`config.mk`:
```
export PLATFORM = sky130hd
export DESIGN_NAME = clk_div_prog
export DESIGN_NICKNAME = d
export VERILOG_FILES = /design/src/rtl/clk_div_prog_pkg.sv /design/src/rtl/div_shadow_reg.sv /design/src/rtl/clk_div_prog.sv
export SDC_FILE = /design/constraint.sdc
export NUM_CORES = 1
export LEC_CHECK = 0
export CORE_AREA = 2 2 94 96
export CTS_CLUSTER_DIAMETER = 120
export DETAILED_ROUTE_END_ITERATION = 10
export DIE_AREA = 0 0 96 98
export GPL_TIMING_DRIVEN = 0
export PLACE_DENSITY_LB_ADDON = 0.1
export SYNTH_ARGS = -nofsm -noshare
export SYNTH_HDL_FRONTEND = slang
export SYNTH_SLANG_ARGS = --single-unit
```
`constraint.sdc`:
```
create_clock -name clk -period 6.2 [get_ports clk]
set_input_delay 0.93 -clock clk [delete_from_list [all_inputs] [get_ports clk]]
set_output_delay 0.93 -clock clk [all_outputs]
set_load 0.01 [all_outputs]
```
`src/rtl/clk_div_prog_pkg.sv`:
```
// Shared constants for the programmable divider and the stopwatch timebase it feeds.
package clk_div_prog_pkg;

    localparam int DEF_CNT_W   = 20;
    localparam int DEF_DIV_MIN = 2;

    // 26.2144 MHz reference down to the 100 Hz stopwatch tick.
    localparam int SW_REF_HZ  = 26_214_400;
    localparam int SW_TICK_HZ = 100;
    localparam int SW_DIV     = SW_REF_HZ / SW_TICK_HZ;

    localparam int DEF_DIV_DEFAULT = SW_DIV;

endpackage

```
`src/rtl/div_shadow_reg.sv`:
```
// Divisor request handshake: holds the last valid request until the divider
// reaches a period boundary (apply), then acks it; rejects too-small divisors.
module div_shadow_reg
    import clk_div_prog_pkg::*;
#(
    parameter int CNT_W   = DEF_CNT_W,
    parameter int DIV_MIN = DEF_DIV_MIN
) (
    input  logic             clk,
    input  logic             rst_n,
    input  logic             div_load,
    input  logic [CNT_W-1:0] div_in,
    input  logic             apply,
    output logic [CNT_W-1:0] shadow,
    output logic             pending,
    output logic             div_ack,
    output logic             div_err
);

    logic [CNT_W-1:0] shadow_q, shadow_d;
    logic             pending_q, pending_d;
    logic             div_ack_q, div_ack_d;
    logic             div_err_q, div_err_d;
    logic             bad_req, good_req;

    assign bad_req  = div_load && (div_in < CNT_W'(DIV_MIN));
    assign good_req = div_load && !bad_req;

    // apply consumes the pre-edge pending state; a request on the same edge
    // survives as the next pending one.
    always_comb begin
        shadow_d  = good_req ? div_in : shadow_q;
        pending_d = (pending_q && !apply) || good_req;
        div_ack_d = apply && pending_q;
        div_err_d = bad_req;
    end

    always_ff @(posedge clk or negedge rst_n) begin
        if (!rst_n) begin
            shadow_q  <= '0;
            pending_q <= 1'b0;
            div_ack_q <= 1'b0;
            div_err_q <= 1'b0;
        end else begin
            shadow_q  <= shadow_d;
            pending_q <= pending_d;
            div_ack_q <= div_ack_d;
            div_err_q <= div_err_d;
        end
    end

    assign shadow  = shadow_q;
    assign pending = pending_q;
    assign div_ack = div_ack_q;
    assign div_err = div_err_q;

endmodule

```
`src/rtl/clk_div_prog.sv`:
```
// Runtime-programmable divider: registered square wave plus one tick per period,
// with divisor changes deferred to period boundaries so no runt periods appear.
module clk_div_prog
    import clk_div_prog_pkg::*;
#(
    parameter int CNT_W       = DEF_CNT_W,
    parameter int DIV_DEFAULT = DEF_DIV_DEFAULT,
    parameter int DIV_MIN     = DEF_DIV_MIN
) (
    input  logic             clk,
    input  logic             rst_n,
    input  logic             en,
    input  logic             clr,
    input  logic             div_load,
    input  logic [CNT_W-1:0] div_in,
    output logic             div_ack,
    output logic             div_err,
    output logic [CNT_W-1:0] cur_div,
    output logic             clk_out,
    output logic             tick
);

    logic [CNT_W-1:0] cnt_q, cnt_d;
    logic [CNT_W-1:0] cur_div_q, cur_div_d;
    logic             clk_out_q, clk_out_d;
    logic             tick_q, tick_d;
    logic [CNT_W-1:0] shadow;
    logic             pending;
    logic             wrap, apply;

    // >= rather than == so a counter left above the last slot still wraps.
    assign wrap  = en && (cnt_q >= cur_div_q - CNT_W'(1));
    assign apply = wrap || clr;

    div_shadow_reg #(
        .CNT_W   (CNT_W),
        .DIV_MIN (DIV_MIN)
    ) u_shadow (
        .clk      (clk),
        .rst_n    (rst_n),
        .div_load (div_load),
        .div_in   (div_in),
        .apply    (apply),
        .shadow   (shadow),
        .pending  (pending),
        .div_ack  (div_ack),
        .div_err  (div_err)
    );

    always_comb begin
        cur_div_d = (apply && pending) ? shadow : cur_div_q;
        cnt_d     = cnt_q;
        clk_out_d = clk_out_q;
        tick_d    = 1'b0;
        if (clr) begin
            cnt_d     = '0;
            clk_out_d = 1'b0;
        end else if (en) begin
            cnt_d     = wrap ? '0 : cnt_q + CNT_W'(1);
            // Phase uses the divisor in effect after this edge.
            clk_out_d = (cnt_d >= (cur_div_d >> 1));
            tick_d    = wrap;
        end
    end

    always_ff @(posedge clk or negedge rst_n) begin
        if (!rst_n) begin
            cnt_q     <= '0;
            cur_div_q <= CNT_W'(DIV_DEFAULT);
            clk_out_q <= 1'b0;
            tick_q    <= 1'b0;
        end else begin
            cnt_q     <= cnt_d;
            cur_div_q <= cur_div_d;
            clk_out_q <= clk_out_d;
            tick_q    <= tick_d;
        end
    end

    assign cur_div = cur_div_q;
    assign clk_out = clk_out_q;
    assign tick    = tick_q;

endmodule
```
# --- Word level (Yosys, flattened, before mapping) ---
# Index checks and enable logic that the tools add are counted.
# Widths: inputs -> output; s select.
word_totals:
  ff_bits: 65
  latchBits: 0
  ram_bits: 0
  romBits: 0
  inputBits: 25
  out_inout_bits: 24
  elab_cells: 32
  mem_count: 0
op_classes:
  addsub: 2
  mul: 0
  div: 0
  magnitude_cmp: 3
  eq_ne: 0
  n_shift: 0
  mux: 8
  n_bitwise: 0
  n_reduce_logical: 10
op_table:
  columns: ["op", "n"]
  rows:
  - ["$mux 20", 4]
  - ["$add 20x1->20 const B", 1]
  - ["$ge 20x19->1", 1]
  - ["$ge 20x20->1", 1]
  - ["$lt 20x2->1 const B", 1]
  - ["$sub 20x1->20 const B", 1]
  - ["$logic_and 1x1->1", 5]
  - ["$mux 1", 4]
  - ["$logic_not 1->1", 2]
  - ["$logic_or 1x1->1", 2]
  - ["$reduce_bool 2->1", 1]

# --- Depth between registers and ports, before layout ---
# Gate-level depths: netlist of run 1.
depth:
  word_depth: 9
  depth_mapped: 24
  depth_no_buf: 22

# --- Modules after synthesis ---
# A second synthesis of run 1 with hierarchy kept.
unflattened:
  hier_cells: 471
  hier_area_um2: 4573.1
modules_own_cells:
  columns: ["module", "n_inst", "cells_per_inst", "area_each_um2", "seq_area_each_um2"]
  rows:
  - ["clk_div_prog", 1, 412, 3708.6, 1052.3]
  - ["div_shadow_reg", 1, 59, 864.6, 575.6]

# --- Least setup slack after synthesis of run 1 ---
# No wires, ideal clock.
synth_timing:
  path_type: "register to register"
  start: "reg cur_div_q[5], in the netlist cur_div[5]"
  end: "reg clk_out_q, in the netlist clk_out"
  setup_time_ns: 0.077
  t_arrival_ns: 5.115
  required_time_ns: 6.123
  slack_ns: 1.008
  stages_incl_launch_ff: 23
  period_less_slack_ns: 5.192
  path_cell_list: "dfrtp_1 nor4_1 nand2_1 or4_1 nand2b_1 nor4_1 xnor2_1 ha_1 nand4_1 nor3_1 nand3_1 a211oi_4 o21a_2 o21a_4 buf_6 mux2_2 ha_1 nand2b_1 a31oi_1 o311a_1 a221oi_1 o221ai_1 a21oi_1"
synth_between:
  elab_chain_len: 9
  word_cells_on_any_way: 10
  classes_between: "add/sub (1); order compare (2); mux (4); reduce/logical (3)"
synth_rtl:
  columns: ["item", "line_no", "source"]
  rows:
  - ["start: declaration", "clk_div_prog.sv:24", "logic [CNT_W-1:0] cur_div_q, cur_div_d;"]
  - ["start signal: assignment", "clk_div_prog.sv:69", "cur_div_q <= CNT_W'(DIV_DEFAULT);"]
  - ["start signal: assignment", "clk_div_prog.sv:74", "cur_div_q <= cur_div_d;"]
  - ["$sub 20x1->20", "clk_div_prog.sv:32", "assign wrap = en && (cnt_q >= cur_div_q - CNT_W'(1));"]
  - ["$ge 20x20->1", "clk_div_prog.sv:32", null]
  - ["$logic_and 1x1->1", "clk_div_prog.sv:32", null]
  - ["$logic_or 1x1->1", "clk_div_prog.sv:33", "assign apply = wrap || clr;"]
  - ["$logic_and 1x1->1", "clk_div_prog.sv:51", "cur_div_d = (apply && pending) ? shadow : cur_div_q;"]
  - ["$mux 20", "clk_div_prog.sv:51", null]
  - ["via cur_div_d[1]", "clk_div_prog.sv:24", null]
  - ["$ge 20x19->1", "clk_div_prog.sv:61", "clk_out_d = (cnt_d >= (cur_div_d >> 1));"]
  - ["$mux 1", "clk_div_prog.sv:58", "end else if (en) begin"]
  - ["$mux 1", "clk_div_prog.sv:55", "if (clr) begin"]
  - ["end signal: assignment", "clk_div_prog.sv:75", "clk_out_q <= clk_out_d;"]
  - ["end: declaration", "clk_div_prog.sv:25", "logic clk_out_q, clk_out_d;"]
# The timed path passes the listed nets, and every way through them passes these cells. The select of a mux whose other input is x is not followed.
# A chain may end at the register's enable or synchronous reset.

# --- Worst setup path after layout of run 1 ---
# Ends and elaborated chain as after synthesis.

==> results of run 1 <==
## worst max-delay path: stages, from the launching register on
cell	delay [ns]
sky130_fd_sc_hd__dfrtp_1	0.44
sky130_fd_sc_hd__nor4_1	0.35
sky130_fd_sc_hd__nand2_1	0.16
sky130_fd_sc_hd__or4_1	0.54
sky130_fd_sc_hd__nand2b_1	0.19
sky130_fd_sc_hd__nor4_1	0.27
sky130_fd_sc_hd__xnor2_1	0.15
sky130_fd_sc_hd__ha_1	0.34
sky130_fd_sc_hd__nand4_1	0.17
sky130_fd_sc_hd__nor3_1	0.29
sky130_fd_sc_hd__nand3_1	0.18
sky130_fd_sc_hd__a211oi_4	0.35
sky130_fd_sc_hd__o21a_2	0.23
sky130_fd_sc_hd__o21a_4	0.16
sky130_fd_sc_hd__buf_6	0.17
sky130_fd_sc_hd__mux2_2	0.37
sky130_fd_sc_hd__ha_1	0.28
sky130_fd_sc_hd__nand2b_1	0.09
sky130_fd_sc_hd__a31oi_1	0.10
sky130_fd_sc_hd__o311a_1	0.38
sky130_fd_sc_hd__a221oi_2	0.31
sky130_fd_sc_hd__o221ai_1	0.19
sky130_fd_sc_hd__a21oi_1	0.16
## how the worst min path moves through the flow
stage	cells past startpoint	slack (ns)	start	endpoint
floorplan	2	0.46	u_shadow.shadow[2]	u_shadow.shadow[2]
global placement	1	0.48	u_shadow.shadow[0]	cur_div[0]
detailed placement	2	0.49	u_shadow.shadow[3]	u_shadow.shadow[3]
CTS	1	0.51	u_shadow.shadow[0]	u_shadow.shadow[0]
global route	1	0.53	u_shadow.shadow[0]	u_shadow.shadow[0]
finish	1	0.51	u_shadow.shadow[0]	u_shadow.shadow[0]
## power breakdown
group	switching, mW	internal, mW
Sequential	0.0557	0.467
Combinational	0.148	0.175
Clock	0.182	0.239
Total	0.386	0.880
## routing by layer
metal / vias up / GRT usage
li1: 1806 / -
met1: 1711 / 0.355
met2: 113 / 0.386
met3: 10 / 0.0494
met4: 0 / 0.0593
met5: - / 0
## cell families (layout without fill, tap and decap cells)
kind of cell / after synthesis / after routing / synth area share
adder cells (fa/ha/maj): 41 / 41 / 0.113
AND/OR/NAND/NOR: 184 / 184 / 0.209
XOR/XNOR: 33 / 33 / 0.0637
buffers and inverters: 23 / 89 / 0.0281
flip-flops: 65 / 65 / 0.359
multiplexers: 56 / 56 / 0.134
AO/OA/AOI/OAI: 63 / 63 / 0.0937
## metrics by stage
step	cell area (um^2)	hold WS [ns]	worst slack [ns]	TNS, ns	utilization
after floorplan	4540	0.462	1.01	0	-
after global placement	5160	0.481	0.162	0	0.609
after detailed placement	5150	0.493	0.118	0	0.609
after CTS	5380	0.512	0.0990	0	0.636
after global routing	5400	0.533	-0.00587	-0.00587	0.638
final	5400	0.510	0.251	0	0.638
## synth_stat cells, types with 2 or more instances
cell type	count	share of area
sky130_fd_sc_hd__a21oi_1	22	0.024
sky130_fd_sc_hd__ha_1	41	0.11
sky130_fd_sc_hd__nor2b_1	7	0.0096
sky130_fd_sc_hd__nand4b_1	4	0.0077
sky130_fd_sc_hd__mux2_2	36	0.089
sky130_fd_sc_hd__and3_1	3	0.0041
sky130_fd_sc_hd__nand4_1	8	0.011
sky130_fd_sc_hd__mux2i_1	19	0.042
sky130_fd_sc_hd__clkbuf_1	13	0.011
sky130_fd_sc_hd__nor4_1	11	0.015
sky130_fd_sc_hd__nor2_1	42	0.035
sky130_fd_sc_hd__buf_2	2	0.0022
sky130_fd_sc_hd__o31ai_1	6	0.0099
sky130_fd_sc_hd__inv_1	4	0.0033
sky130_fd_sc_hd__buf_6	3	0.0074
sky130_fd_sc_hd__nand2b_1	19	0.026
sky130_fd_sc_hd__o21a_1	2	0.0033
sky130_fd_sc_hd__or3_1	2	0.0028
sky130_fd_sc_hd__a31oi_1	9	0.012
sky130_fd_sc_hd__nor3b_1	7	0.012
sky130_fd_sc_hd__and2_1	4	0.0055
sky130_fd_sc_hd__o21ai_0	7	0.0077
sky130_fd_sc_hd__nand2_1	36	0.030
sky130_fd_sc_hd__nand3_1	25	0.028
sky130_fd_sc_hd__or4_1	2	0.0033
sky130_fd_sc_hd__o21ai_1	2	0.0022
sky130_fd_sc_hd__xor2_1	17	0.033
sky130_fd_sc_hd__dfrtp_1	64	0.35
sky130_fd_sc_hd__xnor2_1	16	0.031
sky130_fd_sc_hd__a211oi_1	2	0.0033
sky130_fd_sc_hd__nor3_1	8	0.0088
## cell usage in the layout (no fill, tap or decap), drive strengths merged, types with 16 or more instances in the layout
master,n
xnor2,16
nand2,36
ha,41
dfrtp,64
mux2,37
clkbuf,23
nand3,25
nand2b,19
mux2i,19
nor2,43
a21oi,22
xor2,17
clkdlybuf4s50,47
## sequential cells by signal, indices dropped and copies added (netlist names)
register and cells:
u_shadow.pending 1, tick 1, u_shadow.shadow 20, clk_out 1, u_shadow.div_err 1, cur_div 20, u_shadow.div_ack 1, cnt_q 20
## area by class of cell
type | instances | share of cell area
plain buffers | 19 | 0.0208
repair buffers | 50 | 0.0912
clock inverters | 6 | 0.0167
multi-input cells | 377 | 0.517
flip-flops and latches | 65 | 0.301
clock buffers | 10 | 0.0255
inverters | 4 | 0.00278
well taps | 108 | 0.0250
## what timing repair did
action | CTS | global route
setup endpoints to repair | 0 | 1
setup buffers | 0 | 2
resized for setup | 0 | 1
hold buffers | 0 | 0
==> parameters.txt, run 1 <==
Parameter                              Value

Run status
  Outcome ... finished clean

Worst setup path
  Data required, critical path ... 6.48 ns
  Worst-case reg-to-reg path depth ... 22
  Maximum fanout count along the critical path ... 10
  Crit path DAT ... 6.23 ns
  Worst reg2reg startpoint ... cur_div[5]
  Start-to-end type of the worst setup path ... reg -> reg
  Worst Setup EP ... clk_out
  Worst reg2reg endpoint ... clk_out
  Critical path endpoint category ... register
  CP Launch Point ... cur_div[5]
  Startpoint Class ... register
  Reg-to-reg slack, setup ... 0.25 ns

Placement
  Detailed-placement wirelength estimate ... 8.14 mm
  Number of placed cells counting well taps ... 621
  IO buf count ... 48
  Global placer's final weighted congestion ... 0.853

Global routing
  Total track usage ... 0.248
  Total congestion overflow ... 0
  Vias in the first global route ... 3590
  Global-route wire length before repair ... 17.9 mm
  Number of antenna violations at the first check in global routing ... 0
  Largest net degree at the start of global routing ... 66

Yosys
  Synth Area per Inst ... 9.76 um^2
  Yosys reg bits ... 65
  Yosys warns ... 0
  Cell variety after synth ... 53
  Mapped Nets ... 531
  Sequential share of the synthesized area ... 0.359
  Count of flip-flops with a built-in enable after synthesis ... 0
  Async S/R FF share, synth ... 1.00
  Cell count after synthesis ... 465
  Netlist area before placement ... 4540 um^2
  Top_reg_cell synth ... sky130_fd_sc_hd__dfrtp_1

Routing
  WL final ... 10.7 mm
  Number of search-and-repair iterations in the first detailed-routing pass ... 5
  Highest routed layer ... met4
  Residual antenna-violating net count after detailed routing ... 0
  Detail-routed via count per cell ... 5.70
  Met3 routed WL ... 569 um
  Total DRC errors in the routed layout ... 0
  Routed length on met2 ... 4.92 mm
  Via total after detailed routing ... 3640
  Drt initial violations ... 210
  WL per Instance ... 16.8 um
  Post-Route M1 WL ... 5.13 mm

CTS
  Cell chosen for the clock root ... sky130_fd_sc_hd__clkbuf_8
  TritonCTS Buffers ... 9
  Maximum count of clock buffers along a single path ... 2
  Reg clk slew, reported paths ... 0.08 ns
  CTS HTree Levels ... 3
  Skew-Pair Late Insertion Delay ... 0.35 ns
  TritonCTS clock tree ... done
  Number of sinks driven by the clock tree ... 65

Cells and area
  Count of antenna diodes in the layout ... 0
  Non-Filler Instances ... 639
  Multi-input logic area ... 2790 um^2
  Ratio of cells with drive above 1 in the final layout ... 0.136
  Area taken by flip-flops and latches ... 1630 um^2
  Final #Nets ... 592
  Number of fillers in the final layout ... 702
  Layout overhead on the synthesized area ... 19.0%

Floorplan
  Area of the die ... 9410 um^2
  Core region area ... 8470 um^2
  Width of the chip ... 96 um
  Initial Utilization ... 0.536
  Vertical die dimension ... 98 um
  Number of cell rows ... 34
  Number of top-level pins ... 49

Power
  Power per unit of standard cell area ... 234 nW/um^2
  Peak VDD IR ... 0.000195 V
  Design Power ... 1.27 mW
  Leakage Power ... 2.30 nW

Timing
  Fin crit share ... 0.960
  Hold Violations, Final ... 0
  Worst max-slew margin expressed relative to the limit ... 0.443
  # setup viols final ... 0
  Transition at the pin with the smallest max-transition slack ... 0.836 ns
  Max Clock Skew ... 0.0131 ns
  Post-route minimum period ... 5.95 ns
  Max-slew violation total from the final report ... 0
  Fmax achieved ... 0.168 GHz

Flow run
  Number of max-cap violations ... 0

Min path
  Worst min-delay path category ... reg -> reg
Note: power is estimated with default switching activity, not from simulation.
==> run 2, diff against run 1 <==
--- a/config.mk
+++ b/config.mk
@@ -11,6 +11,7 @@
 export DIE_AREA = 0 0 96 98
 export GPL_TIMING_DRIVEN = 0
 export PLACE_DENSITY_LB_ADDON = 0.1
+export RECOVER_POWER = 100
 export SYNTH_ARGS = -nofsm -noshare
 export SYNTH_HDL_FRONTEND = slang
 export SYNTH_SLANG_ARGS = --single-unit
==> run 2 against run 1 <==
Against the previous run:
- the flow now finishes with violations (max-capacitance violations, max-slew violations)
- clock skew about the same
- critical endpoint unchanged
- sequential share of layout area increased by 0.11 points
- fmax increased by 0.12%
- setup slack improved by 0.0071 ns
- largest power group unchanged
- clock power about the same
- count of clock-buffer cells in the layout unchanged
- via count decreased by 0.16%
- critical path depth unchanged
- total power decreased by 0.96%
- sequential power about the same
==> parameters.txt, run 2 (synthesis gave the netlist of run 1 again) <==
Parameter                              Value

Routing
  Drt initial violations ... 165 (-21%)
  Total DRC errors in the routed layout ... 0 (unchanged)
  Detail-routed via count per cell ... 5.69 (-0.16%)
  Number of search-and-repair iterations in the first detailed-routing pass ... 5 (unchanged)
  WL final ... 10.7 mm (-0.58%)
  Residual antenna-violating net count after detailed routing ... 0 (unchanged)
  Via total after detailed routing ... 3634 (-0.16%)
  WL per Instance ... 16.7 um (-0.58%)

Cells and area
  Ratio of cells with drive above 1 in the final layout ... 0.124 (-0.0113)
  Non-Filler Instances ... 639 (unchanged)
  Top library cells by usage in the layout, fill and taps aside ... sky130_fd_sc_hd__dfrtp_1, sky130_fd_sc_hd__nor2_1, sky130_fd_sc_hd__ha_1
  Number of fillers in the final layout ... 705 (+0.43%)
  Layout overhead on the synthesized area ... 18.5%
  Fin area ... 5380 um^2 (-0.37%)
  Final #Nets ... 592 (unchanged)
  Leading cell type in the layout, fill and taps excluded ... sky130_fd_sc_hd__dfrtp_1
  Count of antenna diodes in the layout ... 0 (unchanged)

Floorplan
  Core region area ... 8470 um^2 (unchanged)
  Width of the chip ... 96 um (unchanged)
  Area of the die ... 9410 um^2 (unchanged)
  Initial Utilization ... 0.536 (unchanged)
  Number of top-level pins ... 49 (unchanged)
  Vertical die dimension ... 98 um (unchanged)
  Number of cell rows ... 34 (unchanged)

Timing
  Transition at the pin with the smallest max-transition slack ... 3.44 ns (+2.60 ns)
  # setup viols final ... 0 (unchanged)
  Fin crit share ... 0.958 (-0.00114)
  Worst max-slew margin expressed relative to the limit ... -1.29 (-1.74)
  RSZ-0062 raised after global routing ... false
  Max-slew violation total from the final report ... 66 (+66)
  Post-route setup TNS ... 0 ns (unchanged)
  Max Clock Skew ... 0.0134 ns (+0.000338 ns)
  Post-route minimum period ... 5.94 ns (-0.00707 ns)
  Fmax achieved ... 0.168 GHz (+0.12%)
  Hold Violations, Final ... 0 (unchanged)

Placement
  Global placer's final weighted congestion ... 0.853 (unchanged)
  Number of placed cells counting well taps ... 621 (unchanged)
  IO buf count ... 48 (unchanged)
  Cell area after placement ... 5150 um^2 (unchanged)
  Detailed-placement wirelength estimate ... 8.14 mm (unchanged)

Global routing
  Number of antenna violations at the first check in global routing ... 0 (unchanged)
  Vias in the first global route ... 3590 (unchanged)
  Total track usage ... 0.248 (unchanged)
  Global-route wire length before repair ... 17.9 mm (unchanged)
  Largest net degree at the start of global routing ... 66 (unchanged)
  Met1 Resource Use GR ... 0.355 (unchanged)
  Most used routing layer ... met2
  Met2 usage in global routing ... 0.386 (unchanged)
  Met3 demand-to-capacity share in global routing ... 0.0494 (unchanged)
  Total congestion overflow ... 0 (unchanged)

Worst setup path
  Startpoint Class ... register
  CP Cell Sequence ... nor4_1, nand2_1, or4_1, nand2b_1, nor4_1, xnor2_1, ha_1, nand4_1, nor3_1, nand3_1, a211oi_4, o21a_2, o21a_4, buf_6, mux2_2, ha_1, nand2b_1, a31oi_1, o311a_1, a221oi_2, o221ai_1, a21oi_1
  Number of buffer and inverter instances along the worst setup path ... 1 (unchanged)
  Crit path DAT ... 6.23 ns (about the same)
  CP Launch Point ... cur_div[5]
  Slowest CP cell ... sky130_fd_sc_hd__or4_1
  Data required, critical path ... 6.48 ns (about the same)
  Worst Setup EP ... clk_out
  Delay-heaviest family, CP ... simple AND/OR/NAND/NOR gates
  Start-to-end type of the worst setup path ... reg -> reg
  Critical path endpoint category ... register
  Worst reg2reg startpoint ... cur_div[5]
  Worst-case reg-to-reg path depth ... 22 (unchanged)
  Reg-to-reg slack, setup ... 0.26 ns (about the same)
  Maximum cell stage delay along the critical path ... 0.54 ns (about the same)
  Maximum fanout count along the critical path ... 10 (unchanged)
  Instance count on the critical path ... 22 (unchanged)
  Worst reg2reg endpoint ... clk_out

CTS
  CTS HTree Levels ... 3 (unchanged)
  Reg clk slew, reported paths ... 0.08 ns (about the same)
  TritonCTS Buffers ... 9 (unchanged)
  Maximum count of clock buffers along a single path ... 2 (unchanged)
  TritonCTS clock tree ... done
  Cell chosen for the clock root ... sky130_fd_sc_hd__clkbuf_8
  Number of sinks driven by the clock tree ... 65 (unchanged)
  Skew-Pair Late Insertion Delay ... 0.35 ns (about the same)

Power
  Peak VDD IR ... 0.000193 V (-1.3%)
  Power per unit of standard cell area ... 233 nW/um^2 (-0.59%)
  Design Power ... 1.25 mW (-0.96%)
  Leakage Power ... 2.30 nW (+0.17%)

Min path
  Worst min-delay path category ... reg -> reg

Run status
  Violated checks ... max-capacitance violations, max-slew violations
  Outcome ... complete, but fails checks

Flow run
  Number of max-cap violations ... 1 (+1)
==> run 2: cell count changes in the layout (fill, tap and decap cells not counted), moves of 2 or more <==
cell	delta
sky130_fd_sc_hd__buf_2	-2
sky130_fd_sc_hd__buf_4	-2
sky130_fd_sc_hd__clkbuf_1	+5
sky130_fd_sc_hd__clkdlybuf4s50_1	-25
sky130_fd_sc_hd__dlygate4sd3_1	+25
==> run 2: layout make-up <==
class | count | area, um^2 | area share
Multi-Input combinational cell | 377 | 2790 | 0.518
Sequential cell | 65 | 1630 | 0.302
Timing Repair Buffer | 50 | 485 | 0.0902
Clock buffer | 10 | 138 | 0.0256
Tap cell | 108 | 135 | 0.0251
Buffer | 19 | 103 | 0.0191
Clock inverter | 6 | 90.1 | 0.0167
Inverter | 4 | 15.0 | 0.00279
==> run 2: stage by stage <==
step | worst slack, ns | utilization | hold slack [ns]
after CTS | 0.0990 | 0.636 | 0.512
after detailed placement | 0.118 | 0.609 | 0.493
after global routing | 0.00114 | 0.636 | 0.533
after global placement | 0.162 | 0.609 | 0.481
final | 0.258 | 0.636 | 0.510
after floorplan | 1.01 | - | 0.462
==> run 2: timing repair <==
action | in CTS | in global routing
endpoints found under the setup margin | 0 | 1
hold buffers | 0 | 0
setup buffers | 0 | 2
resized for setup | 0 | 1
==> run 2: per-layer routing <==
layer / vias to the layer above / share of wire
met5: - / 0
li1: 1812 / -
met2: 120 / 0.46
met3: 8 / 0.057
met4: 0 / 0.010
met1: 1694 / 0.47
==> run 2: power breakdown <==
| group | switching, mW | internal [mW] |
|---|---|---|
| Clock | 0.183 | 0.239 |
| Combinational | 0.147 | 0.163 |
| Sequential | 0.0543 | 0.467 |
| Total | 0.385 | 0.869 |
==> run 2: worst min path at each step <==
stage	to	start	slack (ns)	cells after the start
4_1_cts	u_shadow.shadow[0]	u_shadow.shadow[0]	0.51	1
5_1_grt	u_shadow.shadow[0]	u_shadow.shadow[0]	0.53	1
2_1_floorplan	u_shadow.shadow[2]	u_shadow.shadow[2]	0.46	2
3_3_place_gp	cur_div[0]	u_shadow.shadow[0]	0.48	1
3_5_place_dp	u_shadow.shadow[3]	u_shadow.shadow[3]	0.49	2
6_report	u_shadow.shadow[0]	u_shadow.shadow[0]	0.51	1
==> run 2: worst register-to-register path, stage by stage, from the launching register on <==
cell	delay, ns
sky130_fd_sc_hd__dfrtp_1	0.44
sky130_fd_sc_hd__nor4_1	0.35
sky130_fd_sc_hd__nand2_1	0.16
sky130_fd_sc_hd__or4_1	0.54
sky130_fd_sc_hd__nand2b_1	0.19
sky130_fd_sc_hd__nor4_1	0.28
sky130_fd_sc_hd__xnor2_1	0.15
sky130_fd_sc_hd__ha_1	0.34
sky130_fd_sc_hd__nand4_1	0.18
sky130_fd_sc_hd__nor3_1	0.29
sky130_fd_sc_hd__nand3_1	0.18
sky130_fd_sc_hd__a211oi_4	0.35
sky130_fd_sc_hd__o21a_2	0.23
sky130_fd_sc_hd__o21a_4	0.16
sky130_fd_sc_hd__buf_6	0.17
sky130_fd_sc_hd__mux2_2	0.37
sky130_fd_sc_hd__ha_1	0.27
sky130_fd_sc_hd__nand2b_1	0.09
sky130_fd_sc_hd__a31oi_1	0.10
sky130_fd_sc_hd__o311a_1	0.38
sky130_fd_sc_hd__a221oi_2	0.31
sky130_fd_sc_hd__o221ai_1	0.19
sky130_fd_sc_hd__a21oi_1	0.16
==> run 3, diff against run 2 <==
--- a/config.mk
+++ b/config.mk
@@ -10,6 +10,7 @@
 export DETAILED_ROUTE_END_ITERATION = 10
 export DIE_AREA = 0 0 96 98
 export GPL_TIMING_DRIVEN = 0
+export MAX_ROUTING_LAYER = met4
 export PLACE_DENSITY_LB_ADDON = 0.1
 export RECOVER_POWER = 100
 export SYNTH_ARGS = -nofsm -noshare
==> run 3 against run 2 <==
Against the previous run:
- global-route usage is 0.75 points higher
- largest cell class unchanged
- sequential power hardly changed
- count of clock-buffer cells in the layout stayed put
- setup slack better by 0.032 ns
- combinational power hardly changed
- final area stayed put
- the run still ends with max-capacitance violations, max-slew violations left
- utilization stayed put
- fmax is 0.53% higher
- worst hold slack hardly changed
- clock skew hardly changed
- highest routed layer unchanged
- first-iteration DRC count is 11% higher
==> parameters.txt, run 3 (synthesis gave the netlist of run 1 again) <==
Parameter                              Value

Run status
  Outcome ... complete, but fails checks
  Violated checks ... max-capacitance violations, max-slew violations

Floorplan
  Width of the chip ... 96 um (unchanged)
  Area of the die ... 9410 um^2 (unchanged)
  Number of top-level pins ... 49 (unchanged)
  Core region area ... 8470 um^2 (unchanged)
  Vertical die dimension ... 98 um (unchanged)
  Number of cell rows ... 34 (unchanged)
  Initial Utilization ... 0.536 (unchanged)

Global routing
  Number of antenna violations at the first check in global routing ... 0 (unchanged)
  Total track usage ... 0.255 (+0.00749)
  Global-route wire length before repair ... 17.9 mm (about the same)
  Vias in the first global route ... 3580 (-0.28%)
  Largest net degree at the start of global routing ... 66 (unchanged)
  Total congestion overflow ... 0 (unchanged)

Worst setup path
  Worst-case reg-to-reg path depth ... 22 (unchanged)
  Maximum fanout count along the critical path ... 10 (unchanged)
  Critical path endpoint category ... register
  Number of buffer and inverter instances along the worst setup path ... 1 (unchanged)
  Crit path DAT ... 6.19 ns (-0.04 ns)
  Reg-to-reg slack, setup ... 0.29 ns (+0.03 ns)
  CP Cell Sequence ... nor4_1, nand2_1, or4_1, nand2b_1, nor4_1, xnor2_1, ha_1, nand4_1, nor3_1, nand3_1, a211oi_4, o21a_2, o21a_4, buf_6, mux2_2, ha_1, nand2b_1, a31oi_1, o311a_1, a221oi_2, o221ai_1, a21oi_1
  Slowest CP cell ... sky130_fd_sc_hd__or4_1
  Worst reg2reg startpoint ... cur_div[5]
  Start-to-end type of the worst setup path ... reg -> reg
  Maximum cell stage delay along the critical path ... 0.54 ns (about the same)
  Worst reg2reg endpoint ... clk_out
  Data required, critical path ... 6.48 ns (about the same)
  Delay-heaviest family, CP ... simple AND/OR/NAND/NOR gates
  Startpoint Class ... register

Timing
  Fin crit share ... 0.953 (-0.00508)
  Transition at the pin with the smallest max-transition slack ... 3.42 ns (-0.0150 ns)
  Fmax achieved ... 0.169 GHz (+0.53%)
  Hold Violations, Final ... 0 (unchanged)
  Max Clock Skew ... 0.0138 ns (+0.000383 ns)
  Worst max-slew margin expressed relative to the limit ... -1.28 (+0.00998)
  # setup viols final ... 0 (unchanged)
  Smallest hold slack ... 0.510 ns (+0.000353 ns)
  Max-slew violation total from the final report ... 66 (unchanged)
  Post-route minimum period ... 5.91 ns (-0.0315 ns)
  RSZ-0062 raised after global routing ... false
  Post-route setup TNS ... 0 ns (unchanged)

Cells and area
  Number of fillers in the final layout ... 705 (unchanged)
  Count of antenna diodes in the layout ... 0 (unchanged)
  Final #Nets ... 592 (unchanged)
  Top library cells by usage in the layout, fill and taps aside ... sky130_fd_sc_hd__dfrtp_1, sky130_fd_sc_hd__nor2_1, sky130_fd_sc_hd__ha_1
  Leading cell type in the layout, fill and taps excluded ... sky130_fd_sc_hd__dfrtp_1
  Ratio of cells with drive above 1 in the final layout ... 0.124 (unchanged)
  Layout overhead on the synthesized area ... 18.5% (unchanged)

CTS
  Number of sinks driven by the clock tree ... 65 (unchanged)
  TritonCTS Buffers ... 9 (unchanged)
  CTS HTree Levels ... 3 (unchanged)
  TritonCTS clock tree ... done
  Maximum count of clock buffers along a single path ... 2 (unchanged)
  Hold-fix buffers, CTS ... 0 (unchanged)
  Reg clk slew, reported paths ... 0.08 ns (about the same)
  Skew-Pair Late Insertion Delay ... 0.35 ns (about the same)
  Cell chosen for the clock root ... sky130_fd_sc_hd__clkbuf_8

Flow run
  Number of max-cap violations ... 1 (unchanged)

Placement
  Detailed-placement wirelength estimate ... 8.14 mm (unchanged)
  Global placer's final weighted congestion ... 0.867 (+1.6%)
  IO buf count ... 48 (unchanged)

Routing
  WL final ... 10.7 mm (about the same)
  Number of search-and-repair iterations in the first detailed-routing pass ... 5 (unchanged)
  WL per Instance ... 16.7 um (about the same)
  Total DRC errors in the routed layout ... 0 (unchanged)
  Drt initial violations ... 183 (+11%)
  Residual antenna-violating net count after detailed routing ... 0 (unchanged)
  Detail-routed via count per cell ... 5.67 (-0.28%)
  Via total after detailed routing ... 3624 (-0.28%)

Power
  Power per unit of standard cell area ... 233 nW/um^2 (about the same)
  Leakage Power ... 2.30 nW (unchanged)
  Peak VDD IR ... 0.000192 V (-0.40%)

Min path
  WHS Endpoint ... u_shadow.shadow[0]
  Hold path start ... u_shadow.shadow[0]
  Instance count along the most critical hold path ... 1 (unchanged)
  Worst min-delay path category ... reg -> reg
run 3: repair_timing:
action,4_1_cts,5_1_grt
endpoints found under the setup margin,0,1
gates resized for setup,0,1
setup buffers,0,2
run 3: per-stage QoR:
step | worst slack (ns) | area, um^2 | util | std cells | power [mW]
global placement | 0.162 | 5160 | 0.609 | 621 | 0.841
floorplan | 1.01 | 4540 | - | 465 | 0.711
CTS | 0.0990 | 5380 | 0.636 | 637 | 1.28
finish | 0.289 | 5380 | 0.636 | 639 | 1.25
detailed placement | 0.118 | 5150 | 0.609 | 621 | 0.851
global route | 0.00113 | 5380 | 0.636 | 639 | 1.32
run 3: how the worst max path moves through the flow:
stage | from | end | slack (ns) | cells after the start
global route | cur_div[4] | clk_out | 0.001 | 22
global placement | cur_div[5] | clk_out | 0.16 | 22
floorplan | cur_div[5] | clk_out | 1.01 | 22
finish | cur_div[5] | clk_out | 0.29 | 22
detailed placement | cur_div[5] | clk_out | 0.12 | 22
CTS | cur_div[5] | clk_out | 0.1 | 22
run 3: metal layers:
layer	part of all wire	vias to the layer above	wire length (um)	GRT usage
li1	-	1815	-	-
met1	0.48	1696	5160	0.359
met2	0.46	104	4910	0.385
met3	0.046	9	488	0.0463
met4	0.010	0	112	0.0560
met5	0	-	0	-
run 3: layout make-up:
class	count	area [um^2]	area share
Clock inverter	6	90.1	0.0167
Timing Repair Buffer	50	485	0.0902
Buffer	19	103	0.0191
Clock buffer	10	138	0.0256
Multi-Input combinational cell	377	2790	0.518
Inverter	4	15.0	0.00279
Sequential cell	65	1630	0.302
Tap cell	108	135	0.0251
run 3: report_power, final:
part	leakage (nW)	internal, mW	switching [mW]
registers	0.813	0.467	0.0545
logic	1.38	0.163	0.147
clock network	0.113	0.239	0.183
total	2.30	0.869	0.384
